[config.mk]
export PLATFORM = sky130hd
export DESIGN_NAME = ic_74595_chain
export DESIGN_NICKNAME = d
export VERILOG_FILES = /design/src/rtl/ic_74xxx_pkg.sv /design/src/rtl/ic_pin_sampler.sv /design/src/rtl/ic_74595_chain.sv
export SDC_FILE = /design/constraint.sdc
export NUM_CORES = 1
export LEC_CHECK = 0
export CORE_ASPECT_RATIO = 1.4
export CORE_MARGIN = 2
export CORE_UTILIZATION = 40
export CTS_CLUSTER_SIZE = 20
export DETAILED_ROUTE_END_ITERATION = 12
export PLACE_DENSITY = 0.69
export SKIP_LAST_GASP = 1
export SYNTH_ARGS = -nofsm -noshare
export SYNTH_HDL_FRONTEND = slang
export SYNTH_SLANG_ARGS = --single-unit
[constraint.sdc]
create_clock -name clk -period 1.4 [get_ports clk]
set_clock_uncertainty 0.1 [all_clocks]
set_input_delay 0.28 -clock clk [delete_from_list [all_inputs] [get_ports clk]]
set_output_delay 0.28 -clock clk [all_outputs]
set_load 0.01 [all_outputs]
[src/rtl/ic_74xxx_pkg.sv]
// Shared definitions for the 74xxx logic-family models: per-device width,
// total chain width and the reset levels used by the pin samplers.
package ic_74xxx_pkg;

  localparam int BITS_PER_STAGE = 8;

  // Reset levels: clock pins reset high so a pin already high at reset
  // release is not seen as a rising edge; active-low controls reset inactive.
  localparam logic RST_LVL_CLK   = 1'b1;
  localparam logic RST_LVL_SER   = 1'b0;
  localparam logic RST_LVL_CLR_N = 1'b1;
  localparam logic RST_LVL_OE_N  = 1'b1;

  function automatic int total_width(input int stages);
    return BITS_PER_STAGE * stages;
  endfunction

endpackage

[src/rtl/ic_pin_sampler.sv]
// Samples one TTL pin into the clk domain and flags its rising edge.
// Optional IC74595_SYNC_EN: adds a 2-flop synchronizer ahead of the sample
// register (two extra cycles of latency, pulse width rules unchanged).
module ic_pin_sampler #(
  parameter logic RST_VAL = 1'b0
) (
  input  logic clk,
  input  logic rst,
  input  logic i_pin,
  output logic o_level,
  output logic o_rise
);

  logic w_in;
  logic r_sample;
  logic r_prev;

`ifdef IC74595_SYNC_EN
  logic [1:0] r_sync;

  // Two-stage synchronizer; reset level matches the sample register.
  always_ff @(posedge clk) begin
    if (rst) r_sync <= {2{RST_VAL}};
    else     r_sync <= {r_sync[0], i_pin};
  end

  assign w_in = r_sync[1];
`else
  assign w_in = i_pin;
`endif

  // Sample register plus its delayed copy for edge detection.
  always_ff @(posedge clk) begin
    if (rst) begin
      r_sample <= RST_VAL;
      r_prev   <= RST_VAL;
    end else begin
      r_sample <= w_in;
      r_prev   <= r_sample;
    end
  end

  assign o_level = r_sample;
  assign o_rise  = r_sample & ~r_prev;

endmodule

[src/rtl/ic_74595_chain.sv]
// Cascaded 74595 shift/storage register model. Pin clocks are sampled as
// data and edge-detected in clk; they never clock any flop directly.
// Optional IC74595_SYNC_EN (in ic_pin_sampler) synchronizes every pin.
module ic_74595_chain
  import ic_74xxx_pkg::*;
#(
  parameter int   STAGES    = 1,
  parameter logic CLR_VALUE = 1'b0,
  localparam int  W         = total_width(STAGES)
) (
  input  logic         clk,
  input  logic         rst,
  input  logic         ser,
  input  logic         srclk,
  input  logic         rclk,
  input  logic         srclr_n,
  input  logic         oe_n,
  output logic [W-1:0] q,
  output logic [W-1:0] q_oe,
  output logic         qh_ser
);

  logic         w_ser_lvl,   w_ser_rise;
  logic         w_srclk_lvl, w_srclk_rise;
  logic         w_rclk_lvl,  w_rclk_rise;
  logic         w_clr_n_lvl, w_clr_rise;
  logic         w_oe_n_lvl,  w_oe_rise;
  logic         w_unused;
  logic [W-1:0] r_sr;
  logic [W-1:0] r_st;

  ic_pin_sampler #(.RST_VAL(RST_LVL_SER)) u_ser (
    .clk(clk), .rst(rst), .i_pin(ser), .o_level(w_ser_lvl), .o_rise(w_ser_rise)
  );

  ic_pin_sampler #(.RST_VAL(RST_LVL_CLK)) u_srclk (
    .clk(clk), .rst(rst), .i_pin(srclk), .o_level(w_srclk_lvl), .o_rise(w_srclk_rise)
  );

  ic_pin_sampler #(.RST_VAL(RST_LVL_CLK)) u_rclk (
    .clk(clk), .rst(rst), .i_pin(rclk), .o_level(w_rclk_lvl), .o_rise(w_rclk_rise)
  );

  ic_pin_sampler #(.RST_VAL(RST_LVL_CLR_N)) u_srclr_n (
    .clk(clk), .rst(rst), .i_pin(srclr_n), .o_level(w_clr_n_lvl), .o_rise(w_clr_rise)
  );

  ic_pin_sampler #(.RST_VAL(RST_LVL_OE_N)) u_oe_n (
    .clk(clk), .rst(rst), .i_pin(oe_n), .o_level(w_oe_n_lvl), .o_rise(w_oe_rise)
  );

  // Level/edge outputs that this device has no use for.
  assign w_unused = ^{w_srclk_lvl, w_rclk_lvl, w_ser_rise, w_clr_rise, w_oe_rise};

  // Shift and storage registers. Clear wins over shift; the storage latch
  // always captures the shift register as it was before this cycle's update,
  // which makes tied srclk/rclk lag by one shift like the real part.
  always_ff @(posedge clk) begin
    if (rst) begin
      r_sr <= '0;
      r_st <= '0;
    end else begin
      if (!w_clr_n_lvl)      r_sr <= {W{CLR_VALUE}};
      else if (w_srclk_rise) r_sr <= {r_sr[W-2:0], w_ser_lvl};
      if (w_rclk_rise)       r_st <= r_sr;
    end
  end

  // Output gating follows the sampled enable without further delay.
  always_comb begin
    q      = w_oe_n_lvl ? '0 : r_st;
    q_oe   = {W{~w_oe_n_lvl}};
    qh_ser = r_sr[W-1];
  end

endmodule

After elaboration in Yosys (flattened, before gate mapping)
Index checks and enable logic that the tools add are counted.

Flip-flop bits (word level): 23. Input port bits: 7. Output and inout port bits: 17. Word-level logic and storage cells: 17.

Muxes and demuxes: 1. Bitwise logic cells: 6. Reductions and logical operators: 1.

Operator list (count): 8-bit 2-to-1 mux (1); 1-bit NOT (4); 1-bit AND (2); 2-bit OR reduction (1).

Logic depth before layout (Yosys ltp)
Depth in word-level cells: 2. Depth in mapped cells: 4. Depth with buffers taken out: 3.

Cells and area by module
Synthesis repeated with hierarchy kept, for this count alone.

Cell total of the unflattened synthesis: 94. Area, all modules: 1012.2 um2.

By module, submodules not included: ic_74595_chain (times used 1, cells an instance 69, area an instance 715.7 um2, seq. area each 320.3 um2); ic_pin_sampler at u_oe_n ... (times used 4, cells an instance 5, area an instance 58.8 um2, seq. area each 40.0 um2); ic_pin_sampler at u_ser (times used 1, cells an instance 5, area an instance 61.3 um2, seq. area each 40.0 um2).

Worst setup path after synthesis
No wires, ideal clock.

Path kind: register to output. From: reg u_oe_n.r_sample, in the netlist u_oe_n.o_level. To: out q_oe[1]. Arrival time: 767 ps. Path slack: 253 ps. Cell stages (with the launch flop): 3. Path buffers: 1. Cell sequence: dfxtp_1 -> inv_1 -> buf_4.

Longest elaborated chain between the ends: 1.

RTL lines: from (decl) (line ic_pin_sampler.sv:15) `logic r_sample;`; from (signal assigned) (line ic_pin_sampler.sv:38) `r_sample <= w_in;`; 1-bit NOT (line ic_74595_chain.sv:72) `q_oe = {W{~w_oe_n_lvl}};`; to (decl) (line ic_74595_chain.sv:19) `output logic [W-1:0] q_oe,`.

Every way passes these cells.

Worst setup path after layout
From: reg u_oe_n.r_sample, in the netlist u_oe_n.o_level. To: out q[0].

Longest elaborated chain between the ends: 1.

RTL lines: 8-bit 2-to-1 mux (line ic_74595_chain.sv:71) `q = w_oe_n_lvl ? '0 : r_st;`; to (decl) (line ic_74595_chain.sv:18) `output logic [W-1:0] q,`.

Every way passes these cells.

==> run_results.csv <==
group,metric,value,unit
sta,fin_crit,1430,ps
synthesis,netlist.area_leader.share,0.489,
drt,wl_met2,720,um
drt,wl_met1,594,um
synthesis,syn_inst,105,
synthesis,synth_common_cells,"32 x nand2_1, 23 x dfxtp_1, 16 x a21oi_2",
sta,final_max_slew_viol_count,0,
power_and_ir_drop,ir_worst_vdd,0.000693,V
run_status,outcome,"complete, but fails checks",
placed_design,portBuffers,23,
clocking,post_cts_buffers,0,
global_route,grt_max_degree,13,
synthesis,synth_cell_types,11,
critical_path,endpoint_kind,"output pin",
cells_and_area,syn_to_final_growth,22.0,%
die,fp.dieH,61.4,um
drt,num_vias,680,
clocking,cts.root.buffer_cell,"clkbuf_4",
drt,vias_per_cell,4.66,
hold_path,min_from,"u_ser.o_level",
clocking,cts_tree,"yes",
global_route,antenna_found_initial,0,
critical_path,startpoint,"u_oe_n.o_level",
run_status,violations,"setup timing",
synthesis,synthesis.area,942,sq um
placed_design,gp_congestion,0.697,
drt,drt-pass1-iter-count,4,
sta,grt_setup_unrepaired,"true",
synthesis,synth_top_cell_by_area,"dfxtp_1",
cells_and_area,fin_nets,132,
hold_path,hold_path.class,"flop to flop",
synthesis,async_reset_ff_frac,0,
sta,hold_viol_final,0,
sta,slew_headroom,0.814,
clocking,cts_max_level,1,
die,initial_core_util,0.428,
die,die-area,2770,sq um
die,num_rows,20,
global_route,overflow,0,
die,die_w,45.0,um
sta,timing.setup.tns,-99.4,ps
placed_design,place_ws,-146,ps
global_route,grt_pass1_vias,662,
synthesis,synth-seq-cells,23,
critical_path,cp_data_required_time,1020,ps
placed_design,dp_hpwl,1.14,mm
critical_path,crit_type,"flop to output pin",
synthesis,yosysWarnings,0,
drt,first_iter_violations,11,
clocking,cts_sinks,23,
power_and_ir_drop,p_leak,0.392,nW
sta,worst_pin_slew,277,ps
sta,fmax,0.701,GHz
cells_and_area,drive_gt1_frac,0.371,
critical_path,path_max_fanout,9,
synthesis,synth_ff_type,"dfxtp_1",
clocking,hold_buffers,0,
critical_path,timing.rr.start,"u_rclk.r_prev",
global_route,grt.total_usage,0.135,
power_and_ir_drop,cellPowerDensity,911,nW/um^2
clocking,insertion_delay,300,ps
drt,route.met3.wl,89,um
drt,wl,1.44,mm
sta,setup_violations,8,
die,coreArea,2200,sq um
synthesis,synth_edf_count,0,
drt,avgRoutedWirePerCell,9.86,um
critical_path,critical_path_arrival,1050,ps
sta,finalWorstSetupSlack,-26.9,ps
synthesis,ys_seq_area_frac,0.489,
global_route,grt_pass1_wl,2.66,mm
drt,drc,0,
synthesis,netlist_top_cells_area,"dfxtp_1 49%, a21oi_2 15%, nand2_1 13%",
clocking,clockBufferDepth,2,
die,io_pins,24,
sta,finalCritPeriodShare,1.02,
synthesis,yosysMostFrequentCell,"nand2_1",
critical_path,critPathLaunchType,"flop",
synthesis,synth_fp_nets,112,
clocking,clkTransAtPathRegs,110,ps
drt,highest_layer,"met4",
cells_and_area,antenna_cells,0,
synthesis,syn-mean-instance-area,8.97,sq um
clocking,numCtsBuffers,3,
drt,drtAntennaViolNets,0,
clocking,cts.repair.resized,38,
flow_run,drv_cap,0,
==> layout by cell type (no fill, tap or decap), drive strengths merged <==
cell type      netlist  final
a21oi               16     16
buf                 12      5
clkbuf               1     11
clkdlybuf4s15        0      9
clkdlybuf4s50        0      6
dfxtp               23     23
dlygate4sd2          0      1
inv                  1      1
nand2               32     32
nand2b               3      3
nor2b               11     11
or2                  6      6
==> sequential cells by signal, indices dropped and copies added (netlist names) <==
register	count
r_sr	8
r_st	8
u_oe_n.o_level	1
u_rclk.o_level	1
u_rclk.r_prev	1
u_ser.o_level	1
u_srclk.o_level	1
u_srclk.r_prev	1
u_srclr_n.o_level	1
==> logic make-up (layout without fill, tap and decap cells) <==
group | Yosys count | in the layout | synth area share
simple gates | 52 | 52 | 0.260
flops | 23 | 23 | 0.489
compound gates | 16 | 16 | 0.149
buf+inv | 14 | 33 | 0.102
==> critical path, stage by stage, from the launching register on <==
cell and delay [ps]:
dfxtp_4 390, nor2b_1 120, clkdlybuf4s15_2 230
==> where the power goes <==
group	switching (mW)	leakage (nW)	internal, mW
clock	0.183	0.0150	0.111
combinational	0.0415	0.190	0.0412
sequential	0.00704	0.187	0.664
total	0.231	0.392	0.816
==> final timing paths <==
| check | end | cells after the start | slack [ps] |
|---|---|---|---|
| setup / recovery | q[0] | 2 | -30 |
| hold / removal | r_sr[0] | 2 | 350 |
| setup reg to reg | r_st[7] | 3 | 400 |
| hold reg to reg | r_sr[0] | 2 | 350 |
==> per-layer routing <==
metal  vias up  global-route usage
li1        356                   -
met4         0               0.101
met3         4              0.0176
met2        21               0.249
met5         -                   0
met1       299               0.132
==> cell type report <==
cell class	count	area [sq um]
Fill cell	217	1050
Tap cell	22	27.5
Inverter	1	3.75
Timing Repair Buffer	28	243
Clock buffer	4	26.3
Sequential cell	23	464
Multi-Input combinational cell	68	385
==> through the flow <==
stage | hold WS, ps | cell area (sq um) | power [mW] | std cells | util
global placement | 329 | 1140 | 0.778 | 142 | 0.520
finish | 351 | 1150 | 1.05 | 146 | 0.522
CTS | 353 | 1180 | 1.06 | 146 | 0.534
detailed placement | 336 | 1140 | 0.781 | 142 | 0.520
floorplan | 252 | 942 | 0.745 | 105 | -
global route | 396 | 1150 | 1.08 | 146 | 0.522
Note: power is estimated with default switching activity, not from simulation.
